`src/rtl/fpu_share_arb.sv`:
```
// Round-robin scheduler sharing one multi-cycle FPU (en/busy/done handshake)
// among NREQ requesters; returns each result as a one-cycle response pulse.
module fpu_share_arb #(
    parameter int NREQ    = 4,
    parameter int W       = 32,
    parameter int TIMEOUT = 16,
    parameter int IW      = $clog2(NREQ)
) (
    input  logic              clk,
    input  logic              rst,
    input  logic [NREQ-1:0]   req_valid,
    input  logic [NREQ*W-1:0] req_a,
    input  logic [NREQ*W-1:0] req_b,
    output logic [NREQ-1:0]   req_ready,
    output logic [NREQ-1:0]   resp_valid,
    output logic [W-1:0]      resp_data,
    output logic              resp_err,
    output logic [IW-1:0]     grant_id,
    output logic              arb_busy,
    output logic              fu_en,
    output logic [W-1:0]      fu_adata,
    output logic [W-1:0]      fu_bdata,
    input  logic [W-1:0]      fu_result,
    input  logic              fu_done,
    input  logic              fu_busy
);

    localparam int CW = (TIMEOUT > 1) ? $clog2(TIMEOUT) : 1;
    localparam logic [NREQ-1:0] ONE_HOT0 = {{(NREQ-1){1'b0}}, 1'b1};

    typedef enum logic [1:0] {S_IDLE, S_ISSUE, S_WAIT, S_RESP} state_t;

    state_t            state_q, state_d;
    logic [IW-1:0]     last_q, last_d;
    logic [CW-1:0]     cnt_q, cnt_d;
    logic [NREQ-1:0]   req_ready_q, req_ready_d;
    logic [NREQ-1:0]   resp_valid_q, resp_valid_d;
    logic [W-1:0]      resp_data_q, resp_data_d;
    logic              resp_err_q, resp_err_d;
    logic [IW-1:0]     grant_q, grant_d;
    logic              arb_busy_q, arb_busy_d;
    logic              fu_en_q, fu_en_d;
    logic [W-1:0]      fu_a_q, fu_a_d;
    logic [W-1:0]      fu_b_q, fu_b_d;

    logic              pick_found_s;
    logic [IW-1:0]     pick_idx_s;

    // Round-robin pick: first valid requester after the last grant.
    always_comb begin
        pick_found_s = 1'b0;
        pick_idx_s   = '0;
        for (int k = 1; k <= NREQ; k++) begin
            if (!pick_found_s && req_valid[(int'(last_q) + k) % NREQ]) begin
                pick_found_s = 1'b1;
                pick_idx_s   = IW'((int'(last_q) + k) % NREQ);
            end
        end
    end

    // Next-state and registered-output logic.
    always_comb begin
        state_d      = state_q;
        last_d       = last_q;
        cnt_d        = cnt_q;
        grant_d      = grant_q;
        req_ready_d  = '0;
        resp_valid_d = '0;
        resp_err_d   = 1'b0;
        resp_data_d  = resp_data_q;
        fu_en_d      = fu_en_q;
        fu_a_d       = fu_a_q;
        fu_b_d       = fu_b_q;
        case (state_q)
            S_IDLE: begin
                if (pick_found_s) begin
                    fu_a_d      = req_a[int'(pick_idx_s)*W +: W];
                    fu_b_d      = req_b[int'(pick_idx_s)*W +: W];
                    fu_en_d     = 1'b1;
                    req_ready_d = ONE_HOT0 << pick_idx_s;
                    grant_d     = pick_idx_s;
                    last_d      = pick_idx_s;
                    state_d     = S_ISSUE;
                end else begin
                    state_d = S_IDLE;
                end
            end
            S_ISSUE: begin
                // The FPU only captures en while it is not busy.
                if (!fu_busy) begin
                    fu_en_d = 1'b0;
                    cnt_d   = '0;
                    state_d = S_WAIT;
                end else begin
                    state_d = S_ISSUE;
                end
            end
            S_WAIT: begin
                cnt_d = cnt_q + CW'(1);
                if (fu_done) begin
                    resp_data_d  = fu_result;
                    resp_valid_d = ONE_HOT0 << grant_q;
                    state_d      = S_RESP;
                end else if (cnt_q == CW'(TIMEOUT - 1)) begin
                    resp_data_d  = '0;
                    resp_err_d   = 1'b1;
                    resp_valid_d = ONE_HOT0 << grant_q;
                    state_d      = S_RESP;
                end else begin
                    state_d = S_WAIT;
                end
            end
            S_RESP: begin
                state_d = S_IDLE;
            end
            default: begin
                state_d = S_IDLE;
            end
        endcase
        arb_busy_d = (state_d != S_IDLE);
    end

    // State and output registers.
    always_ff @(posedge clk or posedge rst) begin
        if (rst) begin
            state_q      <= S_IDLE;
            last_q       <= IW'(NREQ - 1);
            cnt_q        <= '0;
            req_ready_q  <= '0;
            resp_valid_q <= '0;
            resp_data_q  <= '0;
            resp_err_q   <= 1'b0;
            grant_q      <= '0;
            arb_busy_q   <= 1'b0;
            fu_en_q      <= 1'b0;
            fu_a_q       <= '0;
            fu_b_q       <= '0;
        end else begin
            state_q      <= state_d;
            last_q       <= last_d;
            cnt_q        <= cnt_d;
            req_ready_q  <= req_ready_d;
            resp_valid_q <= resp_valid_d;
            resp_data_q  <= resp_data_d;
            resp_err_q   <= resp_err_d;
            grant_q      <= grant_d;
            arb_busy_q   <= arb_busy_d;
            fu_en_q      <= fu_en_d;
            fu_a_q       <= fu_a_d;
            fu_b_q       <= fu_b_d;
        end
    end

    assign req_ready  = req_ready_q;
    assign resp_valid = resp_valid_q;
    assign resp_data  = resp_data_q;
    assign resp_err   = resp_err_q;
    assign grant_id   = grant_q;
    assign arb_busy   = arb_busy_q;
    assign fu_en      = fu_en_q;
    assign fu_adata   = fu_a_q;
    assign fu_bdata   = fu_b_q;

endmodule
```
`config.mk`:
```
export PLATFORM = sky130hd
export DESIGN_NAME = fpu_share_arb
export DESIGN_NICKNAME = d
export VERILOG_FILES = /design/src/rtl/fpu_share_arb.sv
export SDC_FILE = /design/constraint.sdc
export NUM_CORES = 1
export LEC_CHECK = 0
export ABC_AREA = 1
export CAP_MARGIN = 30
export CORE_AREA = 5 5 156 158
export DETAILED_ROUTE_END_ITERATION = 10
export DIE_AREA = 0 0 161 163
export HOLD_SLACK_MARGIN = 0.02
export PLACE_DENSITY = 0.73
export SYNTH_ARGS = -nofsm -noshare
export SYNTH_HDL_FRONTEND = slang
export SYNTH_SLANG_ARGS = --single-unit
export TNS_END_PERCENT = 20
```
`constraint.sdc`:
```
create_clock -name clk -period 3.8 [get_ports clk]
set_input_delay 0.57 -clock clk [delete_from_list [all_inputs] [get_ports clk]]
set_output_delay 0.57 -clock clk [all_outputs]
set_load 0.1 [all_outputs]
```
## After elaboration in Yosys (flattened, before gate mapping)

Cells that the tools add are included.

| word-level totals | value |
|---|---|
| word-level logic and storage cells | 94 |
| register bits | 117 |

| operators by class | value |
|---|---|
| shift-type cells | 4 |
| equal/unequal tests | 6 |
| order comparisons | 4 |
| mux-type cells | 40 |
| reductions and logical operators | 19 |
| bitwise operators | 4 |
| $add $sub $neg | 5 |

Operators by type and width:

| cell | number |
|---|---|
| 128-bit by 8-bit indexed part select with 32-bit output | 2 |
| 32-bit 2-to-1 mux | 2 |
| 4-bit 2-to-1 mux | 6 |
| 1-bit 2-to-1 mux | 20 |
| 3-bit by 4-bit < comparator with 1-bit output (second input constant) | 4 |
| 2-bit 2-to-1 mux | 5 |
| 1-bit binary-select mux with 2-bit select | 4 |
| 2-bit one-hot mux with 4 select lines | 1 |
| 4-bit one-hot mux with 2 select lines | 1 |
| 2-bit nonzero test | 4 |
| 2-bit OR reduction | 4 |
| 1-bit by 2-bit left shift with 4-bit output (first input constant) | 2 |
| 2-bit AND reduction | 3 |
| 2-bit by 1-bit adder with 2-bit output (second input constant) | 2 |
| 2-bit adder (second input constant) | 2 |
| 4-bit by 1-bit adder with 4-bit output (second input constant) | 1 |
| 1-bit AND (first input constant) | 4 |
| 2-bit equality test (second input constant) | 2 |
| 4-bit equality test (second input constant) | 1 |
| 2-bit inequality test (second input constant) | 2 |
| 1-bit logical AND | 3 |
| 1-bit zero test | 3 |
| 3-bit AND reduction | 1 |
| 2-bit by 1-bit equality test with 1-bit output (second input constant) | 1 |
| other kinds (2) | 2 |

## Longest topological paths before layout

| depth | value |
|---|---|
| word-level depth | 19 |
| depth in mapped cells | 18 |

## Least setup slack after synthesis

OpenSTA, ideal clock, no wires.

| timing path | value |
|---|---|
| kind | register to register |
| start point | register last_q[0] |
| end point | register fu_b_q[21] (netlist: fu_bdata[21]) |
| data required time | 3.680 ns |
| cell stages (with the launch flop) | 19 |
| period minus slack after synthesis | 2.001 ns |
| setup time | 0.120 ns |
| setup slack | 1.799 ns |
| data arrival time | 1.881 ns |
| buffers on the path | 3 |
| path through | dfstp_2 -> buf_6 -> inv_6 -> nand2_1 -> nand2_1 -> nand2_2 -> nand2_4 -> nor2_8 -> nand3_1 -> nand2_1 -> inv_1 -> nand2_2 -> inv_1 -> buf_2 -> buf_4 -> nand2_1 -> nand2_1 -> nand2_1 -> nand2_1 |

| on the way | value |
|---|---|
| word-level cells in the longest chain between the ends | 15 |
| elaborated cells between the ends (all ways) | 32 |
| those cells by class | add/sub (4); shift (1); mux (20); reduce/logical (7) |

RTL lines:

| element | line | text |
|---|---|---|
| start: declaration | 34 | `logic [IW-1:0] last_q, last_d;` |
| start signal: assignment | 127 | `last_q <= IW'(NREQ - 1);` |
| start signal: assignment | 140 | `last_q <= last_d;` |
| 2-bit by 1-bit adder with 2-bit output | 54, 56 |  |
| 1-bit binary-select mux with 2-bit select | 54 | `if (!pick_found_s && req_valid[(int'(last_q) + k) % NREQ]) begin` |
| 1-bit 2-to-1 mux (implied by the code) (2 in a row) | 54 |  |
| 1-bit 2-to-1 mux | 54 |  |
| 1-bit zero test | 54 |  |
| 1-bit logical AND | 54 |  |
| 1-bit 2-to-1 mux | 54 |  |
| 1-bit zero test | 54 |  |
| 1-bit logical AND | 54 |  |
| 1-bit 2-to-1 mux | 54 |  |
| 1-bit zero test | 54 |  |
| 1-bit logical AND | 54 |  |
| 2-bit 2-to-1 mux or 1-bit 2-to-1 mux (tied branches) | 54 |  |
| 128-bit by 8-bit indexed part select with 32-bit output or 2-bit AND reduction (tied branches) | -- |  |
| end signal: assignment | 150 | `fu_b_q <= fu_b_d;` |
| end: declaration | 44 | `logic [W-1:0] fu_b_q, fu_b_d;` |

Parallel ways exist; a longest one is shown, timed or not. The select of a mux whose other input is x is not followed.
A chain may end at the register's enable or synchronous reset.

## Worst setup path in the final report

| timing path | value |
|---|---|
| start point | register last_q[0] |
| end point | register fu_b_q[25] (netlist: fu_bdata[25]) |

The elaborated chain is that of the path after synthesis.

==> run_results.csv <==
group,metric,value,unit
place,port_buffers,404,
worst_hold_path,hp-class,"reg -> reg",
clock_network,clkLatencyLatePin,420,ps
routing,dr.pass1.iters,5,
synthesis,seq_area_frac_synth,38.8,%
critical_path,start_kind,"register",
routing,wl_per_cell,17.5,um
floorplanning,die_w,161,um
synthesis,yosys.area.top_type,"dfrtp_1",
layout,post-route-util,55.3,%
clock_network,post_cts_resized,0,
critical_path,crit_buf_inv,2,
critical_path,worstSetupPathDepth,15,
routing,drtIter0Drc,641,
clock_network,htree_levels,4,
routing,ant_nets,0,
clock_network,cts.sinks,117,
sta,final.min_clock_period,2810,ps
critical_path,crit_type,"reg -> reg",
routing,drt-vias-per-instance,4.98,
routing,routed_wl,32400,um
synthesis,yosys_warnings,0,
routing,vias,9190,
layout,drive_gt1_share,5.42,%
synthesis,synth_common_cells,"736 x nand2_1, 132 x nand4_1, 115 x dfrtp_1",
clock_network,cts.path.max_buffers,2,
clock_network,cts-root-buf,"clkbuf_16",
routing,drcViolationCount,0,
critical_path,path_max_fanout,85,
grt,antenna_found_initial,4,
critical_path,crit_family,"simple AND/OR/NAND/NOR gates",
critical_path,worstPathRequired,4150,ps
critical_path,arrival,3160,ps
sta,fin_skew,14.8,ps
critical_path,reg2reg_slack,990,ps
floorplanning,coreArea,0.0230,sq mm
clock_network,cts_tree,"built",
sta,slew_viol_final,0,
floorplanning,dieArea,0.0262,sq mm
floorplanning,die_h,163,um
grt,first_global_vias,8967,
layout,final_nets,1834,
critical_path,worstSetupEndpointType,"register",
sta,final-setup-viol-count,0,
critical_path,reg2reg_depth,15,
clock_network,path_clk_slew,60,ps
clock_network,cts_buffers,17,
run,drv_cap,0,
grt,grtUsageTotal,23.9,%
synthesis,synth_top_area_share,38.1,%
place,hpwl,23000,um
sta,relSlewSlack,29.7,%
critical_path,slowest_delay,690,ps
critical_path,cpMostUsedCell,"nand2_1",
synthesis,synth_area_per_cell,6.41,sq um
synthesis,synth_edf_count,0,
worst_hold_path,holdPathStages,2,
clock_network,cts_setup_buffers,0,
place,gp_congestion,0.869,
synthesis,syn-cell-area,0.00756,sq mm
critical_path,crit_path_cell_trace,"inv_6, nand2_1, nand2_1, nand2_2, nand2_4, nor2_8, nand4_4, nand3_4, buf_4, nand2_1, nand2_1, nand2_1, nand2_1, nand2_1, nand2_1",
sta,fmax,356,MHz
sta,fin_crit_sh,73.8,%
sta,final.setup.tns,0,ps
floorplanning,ios,405,
grt,grt_first_pass_wirelength,49700,um
floorplanning,rows,56,
synthesis,synthArstFlopShare,100,%
synthesis,ys_types,30,
sta,tightest_slew,1050,ps
grt,grt-ovfl-total,0,
grt,grt_max_degree,129,
sta,rsz0062_at_grt,"no",
layout,syn2layout_area_growth,68.2,%
sta,hold_viol,0,
synthesis,synth.area.top_cells,"dfrtp_1 38%, nand2_1 37%, nand4_1 11%",
run_status,status,"completed",
synthesis,synthesis.instances,1179,
synthesis,synth_nets,1476,
clock_network,cts_hold_buffers,0,
synthesis,synthMostInstantiatedCell,"nand2_1",
critical_path,critPathSlowestCell,"buf_4",
floorplanning,start_util,32.9,%
synthesis,ys.flop_type,"dfrtp_1",
synthesis,synth-seq-cells,117,
## path summary, 6_finish.rpt
check / start / endpoint
max: last_q[0]$_DFFE_PP1P_ / fu_bdata[25]$_DFFE_PP0P_
min: resp_data[6]$_DFFE_PP0P_ / resp_data[6]$_DFFE_PP0P_
min reg2reg: resp_data[6]$_DFFE_PP0P_ / resp_data[6]$_DFFE_PP0P_
max in group asynchronous: rst / last_q[0]$_DFFE_PP1P_
min in group asynchronous: rst / fu_bdata[23]$_DFFE_PP0P_
max reg2reg: last_q[0]$_DFFE_PP1P_ / fu_bdata[25]$_DFFE_PP0P_
## through the flow
stage                     cell area (sq um)  cells  setup WS [ps]  hold slack, ps
final                                 12700   1844            995             468
after global routing                  12700   1844            766             487
after CTS                             12700   1839           1010             474
after detailed placement              12100   1807            698             459
after global placement                11700   1793            781             451
after floorplan                        7560   1179            133             470
## worst min-delay path: cells and delay by family (launching register included)
kind	cells	cell delay (ps)
flops	1	340
simple gates	2	100
## registers in the layout, summed over array words and instances, names as in the netlist, 4 cells and up
| name | flops |
|---|---|
| cnt_q | 4 |
| resp_data | 32 |
| resp_valid | 4 |
| req_ready | 4 |
| fu_bdata | 32 |
| fu_adata | 32 |
## area by class of cell
type,instances,area (sq um)
Fill cell,2240,10300
Timing Repair Buffer,435,4640
Multi-Input combinational cell,948,4080
Sequential cell,117,2930
Clock buffer,17,425
Tap cell,290,363
Clock inverter,15,185
Inverter,18,75.1
Antenna cell,4,10.0
## cell usage in the layout (no fill, tap or decap), types with 2 or more instances in the layout
master / instances
dfrtp_1: 115
inv_1: 13
inv_6: 4
nand2_1: 734
nor3_1: 5
buf_12: 5
nand2_4: 2
diode_2: 4
inv_8: 6
nand3_1: 41
inv_2: 3
nand4_1: 132
nand3_4: 2
o21ai_0: 5
nand2_2: 6
clkdlybuf4s50_1: 404
buf_4: 11
dfstp_2: 2
clkbuf_16: 17
nor2_1: 8
buf_16: 15
clkinvlp_4: 3
bufinv_16: 2
## metal layers
layer	global-route usage (%)	vias up	routed length [um]
met5	0	-	0
li1	-	4504	-
met2	39.9	413	15800
met4	9.23	0	1060
met3	7.57	58	2980
met1	28.9	4215	12500
## kinds of logic (layout without fill, tap and decap cells)
logic type | after synthesis | in the layout | synth area share [%]
other | 0 | 4 | 0
adder cells (fa/ha/maj) | 1 | 1 | 0.166
buffers and inverters | 114 | 485 | 7.73
XOR/XNOR | 1 | 1 | 0.116
flip-flops | 117 | 117 | 38.8
AO/OA/AOI/OAI | 11 | 11 | 0.828
AND/OR/NAND/NOR | 935 | 935 | 52.4
Power is not shown: default switching activity piles up to over one toggle a cycle in this logic, so the estimate is an artifact.
